**src/rtl/cv32e40p_obi_pkg.sv**
```systemverilog
// Shared types and helpers for the cv32e40p OBI memory-side adapter.
//   obi_req_t     : request payload (address, write enable, byte enables, write data)
//   obi_resp_t    : response payload (read data)
//   OBI_DATA_W    : OBI data bus width
//   obi_cnt_width : width of a counter that must hold 0..max_outstanding
package cv32e40p_obi_pkg;

  localparam int unsigned OBI_DATA_W = 32;

  typedef struct packed {
    logic [31:0]           addr;
    logic                  we;
    logic [3:0]            be;
    logic [OBI_DATA_W-1:0] wdata;
  } obi_req_t;

  typedef struct packed {
    logic [OBI_DATA_W-1:0] rdata;
  } obi_resp_t;

  function automatic int unsigned obi_cnt_width(input int unsigned max_outstanding);
    return $clog2(max_outstanding + 1);
  endfunction

endpackage

```
**src/rtl/cv32e40p_obi_resp_fifo.sv**
```systemverilog
// In-order response FIFO with explicit pointer wrap, so any depth works.
//   clk_i, rst_ni : clock, asynchronous active-low reset (clears pointers/count)
//   push_i/push_data_i : write one entry (caller guarantees not full)
//   pop_i         : remove head entry (ignored when empty)
//   empty_o, full_o, count_o : occupancy status
//   head_o        : oldest entry (storage is not reset; consumers mask it)
module cv32e40p_obi_resp_fifo
  import cv32e40p_obi_pkg::*;
#(
  parameter int unsigned DEPTH  = 2,
  parameter int unsigned DATA_W = 32
) (
  input  logic                              clk_i,
  input  logic                              rst_ni,
  input  logic                              push_i,
  input  logic [DATA_W-1:0]                 push_data_i,
  input  logic                              pop_i,
  output logic                              empty_o,
  output logic                              full_o,
  output logic [obi_cnt_width(DEPTH)-1:0]   count_o,
  output logic [DATA_W-1:0]                 head_o
);

  localparam int unsigned CNT_W = obi_cnt_width(DEPTH);
  localparam int unsigned PTR_W = (DEPTH > 1) ? $clog2(DEPTH) : 1;

  logic [DATA_W-1:0] mem_q [DEPTH];
  logic [PTR_W-1:0]  wr_ptr_q, wr_ptr_d;
  logic [PTR_W-1:0]  rd_ptr_q, rd_ptr_d;
  logic [CNT_W-1:0]  count_q, count_d;
  logic              pop_ok;

  assign pop_ok = pop_i & ~empty_o;

  always_comb begin
    wr_ptr_d = wr_ptr_q;
    rd_ptr_d = rd_ptr_q;
    count_d  = count_q;
    // Explicit wrap compare keeps non-power-of-two depths correct.
    if (push_i) wr_ptr_d = (wr_ptr_q == PTR_W'(DEPTH - 1)) ? '0 : wr_ptr_q + PTR_W'(1);
    if (pop_ok) rd_ptr_d = (rd_ptr_q == PTR_W'(DEPTH - 1)) ? '0 : rd_ptr_q + PTR_W'(1);
    case ({push_i, pop_ok})
      2'b10:   count_d = count_q + CNT_W'(1);
      2'b01:   count_d = count_q - CNT_W'(1);
      default: count_d = count_q;
    endcase
  end

  always_ff @(posedge clk_i or negedge rst_ni) begin
    if (!rst_ni) begin
      wr_ptr_q <= '0;
      rd_ptr_q <= '0;
      count_q  <= '0;
    end else begin
      wr_ptr_q <= wr_ptr_d;
      rd_ptr_q <= rd_ptr_d;
      count_q  <= count_d;
    end
  end

  // Data storage carries no reset so it can map onto distributed/block RAM.
  always_ff @(posedge clk_i) begin
    if (push_i) mem_q[wr_ptr_q] <= push_data_i;
  end

  assign empty_o = (count_q == '0);
  assign full_o  = (count_q == CNT_W'(DEPTH));
  assign count_o = count_q;
  assign head_o  = mem_q[rd_ptr_q];

endmodule

```
**src/rtl/cv32e40p_obi_mem_adapter.sv**
```systemverilog
// OBI slave that fronts a single-port synchronous SRAM with fixed read latency.
//   clk_i, rst_ni     : clock, asynchronous active-low reset
//   req_i/gnt_o, addr_i, we_i, be_i, wdata_i : OBI address phase
//   rvalid_o, rdata_o : OBI response phase (in order)
//   gnt_hold_i, rvalid_hold_i : stall injection for grant and response delivery
//   mem_*             : SRAM port; mem_rdata_i valid MEM_LATENCY cycles after mem_req_o
//   outstanding_o     : granted-but-not-responded transaction count
module cv32e40p_obi_mem_adapter
  import cv32e40p_obi_pkg::*;
#(
  parameter int unsigned MEM_LATENCY     = 1,
  parameter int unsigned MAX_OUTSTANDING = 2,
  parameter int unsigned MEM_AW          = 16
) (
  input  logic                                     clk_i,
  input  logic                                     rst_ni,
  input  logic                                     req_i,
  output logic                                     gnt_o,
  input  logic [31:0]                              addr_i,
  input  logic                                     we_i,
  input  logic [3:0]                               be_i,
  input  logic [31:0]                              wdata_i,
  output logic                                     rvalid_o,
  output logic [31:0]                              rdata_o,
  input  logic                                     gnt_hold_i,
  input  logic                                     rvalid_hold_i,
  output logic                                     mem_req_o,
  output logic                                     mem_we_o,
  output logic [3:0]                               mem_be_o,
  output logic [MEM_AW-1:0]                        mem_addr_o,
  output logic [31:0]                              mem_wdata_o,
  input  logic [31:0]                              mem_rdata_i,
  output logic [obi_cnt_width(MAX_OUTSTANDING)-1:0] outstanding_o
);

  localparam int unsigned CNT_W = obi_cnt_width(MAX_OUTSTANDING);

  obi_req_t               req_s;
  obi_resp_t              push_resp;
  logic [CNT_W-1:0]       outstanding_q, outstanding_d;
  logic [MEM_LATENCY-1:0] pipe_vld_q, pipe_we_q;
  logic                   gnt, rvalid;
  logic                   fifo_push, fifo_empty, fifo_full;
  logic [CNT_W-1:0]       fifo_count;
  logic [OBI_DATA_W-1:0]  fifo_head;
  logic                   unused_addr_bits;

  assign req_s = '{addr: addr_i, we: we_i, be: be_i, wdata: wdata_i};
  assign unused_addr_bits = ^{req_s.addr[31:MEM_AW+2], req_s.addr[1:0]};

  // Capacity uses the registered count only; a response in the same cycle
  // does not free a slot. rst_ni gating keeps grant low while in reset.
  assign gnt   = rst_ni & req_i & ~gnt_hold_i & (outstanding_q < CNT_W'(MAX_OUTSTANDING));
  assign gnt_o = gnt;

  assign mem_req_o   = req_i & gnt;
  assign mem_we_o    = req_s.we;
  assign mem_be_o    = req_s.be;
  assign mem_addr_o  = req_s.addr[MEM_AW+1:2];
  assign mem_wdata_o = req_s.wdata;

  // Valid/we shift register tracks each access until its SRAM data is ready.
  always_ff @(posedge clk_i or negedge rst_ni) begin
    if (!rst_ni) begin
      pipe_vld_q <= '0;
      pipe_we_q  <= '0;
    end else begin
      pipe_vld_q[0] <= gnt;
      pipe_we_q[0]  <= req_s.we;
      for (int i = 1; i < int'(MEM_LATENCY); i++) begin
        pipe_vld_q[i] <= pipe_vld_q[i-1];
        pipe_we_q[i]  <= pipe_we_q[i-1];
      end
    end
  end

  assign fifo_push       = pipe_vld_q[MEM_LATENCY-1];
  assign push_resp.rdata = pipe_we_q[MEM_LATENCY-1] ? '0 : mem_rdata_i;

  cv32e40p_obi_resp_fifo #(
    .DEPTH  (MAX_OUTSTANDING),
    .DATA_W (OBI_DATA_W)
  ) u_resp_fifo (
    .clk_i       (clk_i),
    .rst_ni      (rst_ni),
    .push_i      (fifo_push),
    .push_data_i (push_resp.rdata),
    .pop_i       (rvalid),
    .empty_o     (fifo_empty),
    .full_o      (fifo_full),
    .count_o     (fifo_count),
    .head_o      (fifo_head)
  );

  assign rvalid   = ~fifo_empty & ~rvalid_hold_i;
  assign rvalid_o = rvalid;
  // Mask head data so unwritten storage never reaches the bus.
  assign rdata_o  = rvalid ? fifo_head : '0;

  always_comb begin
    case ({gnt, rvalid})
      2'b10:   outstanding_d = outstanding_q + CNT_W'(1);
      2'b01:   outstanding_d = outstanding_q - CNT_W'(1);
      default: outstanding_d = outstanding_q;
    endcase
  end

  always_ff @(posedge clk_i or negedge rst_ni) begin
    if (!rst_ni) outstanding_q <= '0;
    else         outstanding_q <= outstanding_d;
  end

  assign outstanding_o = outstanding_q;

  a_no_fifo_overflow: assert property (@(posedge clk_i) disable iff (!rst_ni)
    !(fifo_push && fifo_full));

  a_capacity: assert property (@(posedge clk_i) disable iff (!rst_ni)
    ($countones(pipe_vld_q) + int'(fifo_count)) <= int'(MAX_OUTSTANDING));

  a_req_stable: assert property (@(posedge clk_i) disable iff (!rst_ni)
    (req_i && !gnt_o) |=> (req_i && $stable(req_s)));

endmodule

```
**config.mk**
```make
export PLATFORM = sky130hd
export DESIGN_NAME = cv32e40p_obi_mem_adapter
export DESIGN_NICKNAME = d
export VERILOG_FILES = /design/src/rtl/cv32e40p_obi_pkg.sv /design/src/rtl/cv32e40p_obi_resp_fifo.sv /design/src/rtl/cv32e40p_obi_mem_adapter.sv
export SDC_FILE = /design/constraint.sdc
export NUM_CORES = 1
export LEC_CHECK = 0
export ABC_AREA = 0
export BUFFER_PORTS_ARGS = -buffer_cell sky130_fd_sc_hd__buf_2
export CORE_AREA = 3 3 99 101
export CTS_BUF_LIST = sky130_fd_sc_hd__clkbuf_16
export CTS_CLUSTER_DIAMETER = 60
export DETAILED_ROUTE_END_ITERATION = 16
export DIE_AREA = 0 0 102 104
export GPL_TIMING_DRIVEN = 0
export HOLD_SLACK_MARGIN = 0.03
export PLACE_DENSITY_LB_ADDON = 0.3
export RECOVER_POWER = 50
export SLEW_MARGIN = 20
export SYNTH_ARGS = -nofsm -noshare
export SYNTH_HDL_FRONTEND = slang
export SYNTH_HIERARCHICAL = 1
export SYNTH_SLANG_ARGS = --single-unit
```
**constraint.sdc**
```tcl
create_clock -name clk_i -period 2.5 [get_ports clk_i]
set_clock_uncertainty 0.2 [all_clocks]
set_input_delay 0.375 -clock clk_i [delete_from_list [all_inputs] [get_ports clk_i]]
set_output_delay 0.375 -clock clk_i [all_outputs]
set_load 0.01 [all_outputs]
```
==> results of run 1 <==
-- worst max-delay path: cells and delay by family, from the launching register on --
family | cells | cell delay (ns)
flops | 1 | 0.41
simple gates | 3 | 0.54
buf+inv | 2 | 0.33
-- through the flow --
stage,hold slack [ns],setup WS [ns],total power (W),std cells,util [%]
final,0.189,0.327,0.00429,510,52.5
after global routing,0.183,0.206,0.00453,510,52.5
after CTS,0.174,0.304,0.00438,510,53.3
after detailed placement,0.0388,0.488,0.00293,492,49.4
after global placement,0.0346,-0.743,0.00289,490,48.7
after floorplan,-0.121,0.108,0.00254,252,-
-- worst min path at each step --
stage	startpoint	to	slack, ns	cells past startpoint
after CTS	mem_rdata_i[8]	u_resp_fifo/mem_q[1][8]	0.17	2
after detailed placement	rst_ni	outstanding_o[0]	0.04	1
final	mem_rdata_i[8]	u_resp_fifo/mem_q[1][8]	0.19	2
after floorplan	rst_ni	fifo_push	-0.12	0
after global placement	rst_ni	outstanding_o[0]	0.03	1
after global routing	mem_rdata_i[2]	u_resp_fifo/mem_q[0][2]	0.18	2
-- sequential cells by signal (all words and copies together) (netlist names) --
signal and count:
outstanding_o 2, fifo_push 1, pipe_we_q 1, u_resp_fifo/wr_ptr_q 1, u_resp_fifo/count_o 2, u_resp_fifo/rd_ptr_q 1, u_resp_fifo/mem_q 64
-- final cells by class --
| class | instances | share of cell area, % |
|---|---|---|
| plain buffers | 63 | 10.4 |
| clock buffers | 9 | 4.71 |
| clock inverters | 7 | 2.33 |
| inverters | 2 | 0.157 |
| multi-input cells | 115 | 21.7 |
| flip-flops and latches | 72 | 44.4 |
| well taps | 111 | 2.90 |
| repair buffers | 131 | 13.5 |
-- routing by layer --
layer,up-vias,wire length [µm]
met5,-,0
met4,0,74
met3,5,489
met2,89,3640
met1,1035,2790
li1,1090,-
-- where the power goes --
group / total, W / leakage, nW / switching (W) / internal (W)
registers: 0.00149 / 0.684 / 0.0000634 / 0.00143
logic: 0.00138 / 1.21 / 0.000599 / 0.000778
clock network: 0.00142 / 0.167 / 0.000453 / 0.000966
-- layout by cell type (no fill, tap or decap), types with 8 or more instances in the layout --
cell / n
buf_4: 54
clkbuf_16: 9
dfrtp_1: 8
edfxtp_1: 64
nor2b_1: 32
buf_2: 76
and2_1: 32
mux2_4: 29
clkbuf_1: 56
==> results.ini, run 1 <==
[power_and_ir_drop]
leakage_nw=2.06
ir_drop_mv=0.456
powerDensity_nw_per_um2=897

[grt]
grt_max_degree=18
antenna_found_initial=0
grt-ovfl-total=0
met2_usage_pct=23.0
grt_pass1_wl_um=10700
grt_pass1_vias=2163
busiest_layer=met2
met3_usage_pct=3.82
grtUsageTotal_pct=13.1
grtUsageMet1_pct=15.2

[worst_setup_path]
crit_path_top_delay_cell=dfrtp_1
path_cells=nor2_1 > nor2_4 > buf_2 > and2_1 > buf_2
cp.arrival_ns=1.60
path_max_fanout=10
r2r_end=u_resp_fifo/count_o[1]
start_kind=register
crit_start=u_resp_fifo/count_o[0]
rr_worst_depth=8
crit_type=reg2out
required_ns=1.92
critPathCaptureType=output pin
crit_top_cell=buf_2
rrSetupSlack_ns=0.47
endpoint=rdata_o[17]
slowest_delay_ns=0.41
crit-reg2reg-launch=u_resp_fifo/count_o[0]

[floorplanning]
die_w_um=102
dieArea_um2=10600
ios=196
fp-row-count=35
fp.dieH_um=104
start_util_pct=40.2
placeableCoreArea_um2=9110

[route]
wire_per_inst_um=13.7
drt_iter0_drc=34
dr.pass1.iters=6
drc_errors=0
vias_per_cell=4.35
vias=2219
drt_wl_total_um=6990
final_antenna_net_count=0

[layout]
multi_input_area_um2=1040
diodes=0
layout.nets=502
fillers=829
area_delta_synth_final_pct=30.7
postLayoutCellArea_um2=4780
register_area_um2=2120
drive_above_1_share_pct=47.1

[clocking]
clkTransAtPathRegs_ns=0.06
cts_resized=0
clock_path_buffers=2
root_buffer=clkbuf_16
hold_buffers=2
cts_htree_levels=3
cts_buffers=9
cts_tree=built
postCtsSetupRepairBufs=0
clock-sinks=72
clkLatencyLatePin_ns=0.32

[place]
dp_hpwl_um=5150
io_buffers=127
gp_congestion=0.670
place_area_um2=4500

[status]
status=finished clean

[hold_path]
hold_class=in2reg

[synthesis]
synth_nets=360
synth.avg_cell_area_um2=14.5
syn-instance-count=252
ys.warnings.count=6
synth_area_um2=3660

[timing]
fin_crit_sh_pct=86.9
grt_setup_unrepaired=false
fin_crit_ns=2.17
maxSlewHeadroom_pct=60.4
worst_slew_pin_slew_ns=0.593
fmax_mhz=460
tns_ns=0
hold_violations=0
finalSetupViolations=0
drv_slew=0

[job]
cap_violations=0

(Power assumes the default switching activity.)
==> run 2: changes to the inputs <==
==> constraint.sdc (replaced) <==
create_clock -name clk_i -period 2.5 [get_ports clk_i]
set_clock_uncertainty 0.2 [all_clocks]
set_input_delay 0.375 -clock clk_i [delete_from_list [all_inputs] [get_ports clk_i]]
set_output_delay 0.375 -clock clk_i [all_outputs]
set_load 0.05 [all_outputs]
==> results.ini, run 2 (synthesis gave the netlist of run 1 again) <==
[floorplanning]
ios=196
start_util_pct=40.2
placeableCoreArea_um2=9110
dieArea_um2=10600
fp-row-count=35
fp.dieH_um=104
die_w_um=102

[power_and_ir_drop]
ir_drop_mv=0.531
total_power_w=0.00481
leakage_nw=2.04
powerDensity_nw_per_um2=1010

[layout]
register_area_um2=2120
layout.nets=502
multi_input_area_um2=1040
mostFrequentLayoutCells=buf_2, edfxtp_1, clkbuf_1, buf_4
area_delta_synth_final_pct=30.2
fillers=849
final_util_pct=52.3
diodes=0
largest_reg_flops=64
drive_above_1_share_pct=47.4
regMostFlops=u_resp_fifo/mem_q
instances_no_fill=510
mostFrequentLayoutCell=buf_2

[worst_setup_path]
path_max_fanout=10
crit_top_cell=buf_2
rrSetupSlack_ns=0.47
cpLargestDelayFamily=buffers and inverters
r2r_end=u_resp_fifo/count_o[1]
rr_worst_depth=7
crit-reg2reg-launch=u_resp_fifo/count_o[0]
start_kind=primary input
slowest_delay_ns=0.52
cp.arrival_ns=1.67
required_ns=1.92
crit_path_top_delay_cell=dlygate4sd3_1
path_cells=dlygate4sd3_1 > buf_2 > and4bb_2 > buf_2
path_buf_inv=3
crit_type=in2out
critPathCaptureType=output pin

[status]
status=finished clean

[place]
dpl.cell_count=492
dp_slack_ns=0.472
gp_congestion=0.703
io_buffers=127
dp_hpwl_um=5150

[grt]
grt-ovfl-total=0
grt_max_degree=18
grt_pass1_wl_um=10400
grt_pass1_vias=2165
grtUsageTotal_pct=12.9
antenna_found_initial=0

[clocking]
cts_resized=0
postCtsSetupRepairBufs=0
hold_buffers=2
clock_path_buffers=2
cts_buffers=9
clkLatencyLatePin_ns=0.32
root_buffer=clkbuf_16
clock-sinks=72
cts_htree_levels=3
clkTransAtPathRegs_ns=0.05
cts_tree=built

[timing]
worst_slew_pin_slew_ns=0.608
worst_slack_ns=0.257
grt_setup_unrepaired=false
hold_violations=0
fin_crit_sh_pct=89.7
fin_crit_ns=2.24
fmax_mhz=446
finalSetupViolations=0
maxSlewHeadroom_pct=59.6
drv_slew=0

[route]
vias_per_cell=4.36
wire_per_inst_um=13.6
drt_wl_total_um=6930
vias=2226
drc_errors=0
dr.pass1.iters=4
drt_iter0_drc=60
final_antenna_net_count=0

[hold_path]
hold_class=in2reg
worstHoldStart=mem_rdata_i[1]
hold_depth=2
min_to=u_resp_fifo/mem_q[0][1]

[job]
cap_violations=0

[run 2: cell types whose count changed in the layout (fill, tap and decap cells not counted)]
cell / before / now
nor4bb_2: 0 / 1
bufinv_16: 3 / 2
nor4bb_1: 1 / 0
clkinv_1: 0 / 1
clkinv_2: 2 / 3
inv_1: 3 / 2
[run 2: routing by layer]
| metal | vias up | routed length (µm) | global-route usage [%] |
|---|---|---|---|
| met3 | 13 | 511 | 3.62 |
| met1 | 1023 | 2680 | 14.2 |
| met2 | 98 | 3600 | 23.1 |
| met5 | - | 0 | 0 |
| li1 | 1092 | - | - |
| met4 | 0 | 144 | 4.78 |
[run 2: stage by stage]
step / hold slack (ns) / cell area [µm²] / setup TNS, ns
floorplan: -0.121 / 3670 / 0
global placement: 0.0314 / 4440 / -25.35
detailed placement: 0.0427 / 4500 / 0
CTS: 0.178 / 4840 / 0
global route: 0.194 / 4770 / 0
finish: 0.190 / 4770 / 0
[run 2: worst max path at each step]
stage | from | to | slack [ns] | cells past startpoint
global route | u_resp_fifo/count_o[0] | rdata_o[2] | 0.13 | 5
detailed placement | u_resp_fifo/count_o[0] | u_resp_fifo/count_o[1] | 0.47 | 7
global placement | fifo_push | u_resp_fifo/mem_q[0][1] | -0.79 | 2
floorplan | fifo_push | u_resp_fifo/mem_q[0][0] | 0.11 | 2
finish | rst_ni | gnt_o | 0.26 | 4
CTS | u_resp_fifo/count_o[0] | rdata_o[7] | 0.20 | 5
[run 2: final cells by class]
| cell class | instances | area share [%] |
|---|---|---|
| buffer | 63 | 10.4 |
| clock buffer | 9 | 4.73 |
| clock inverter | 7 | 1.81 |
| inverter | 2 | 0.158 |
| multi-input combinational | 115 | 21.9 |
| sequential | 72 | 44.5 |
| tap | 111 | 2.91 |
| timing repair buffer | 131 | 13.5 |
[run 2: power breakdown]
part           total, W  leakage, nW  internal, W  switching [W]
Sequential      0.00149        0.684      0.00143      0.0000632
Combinational   0.00200         1.21     0.000780        0.00122
Clock           0.00131        0.153     0.000863       0.000447
Total           0.00481         2.04      0.00307        0.00174
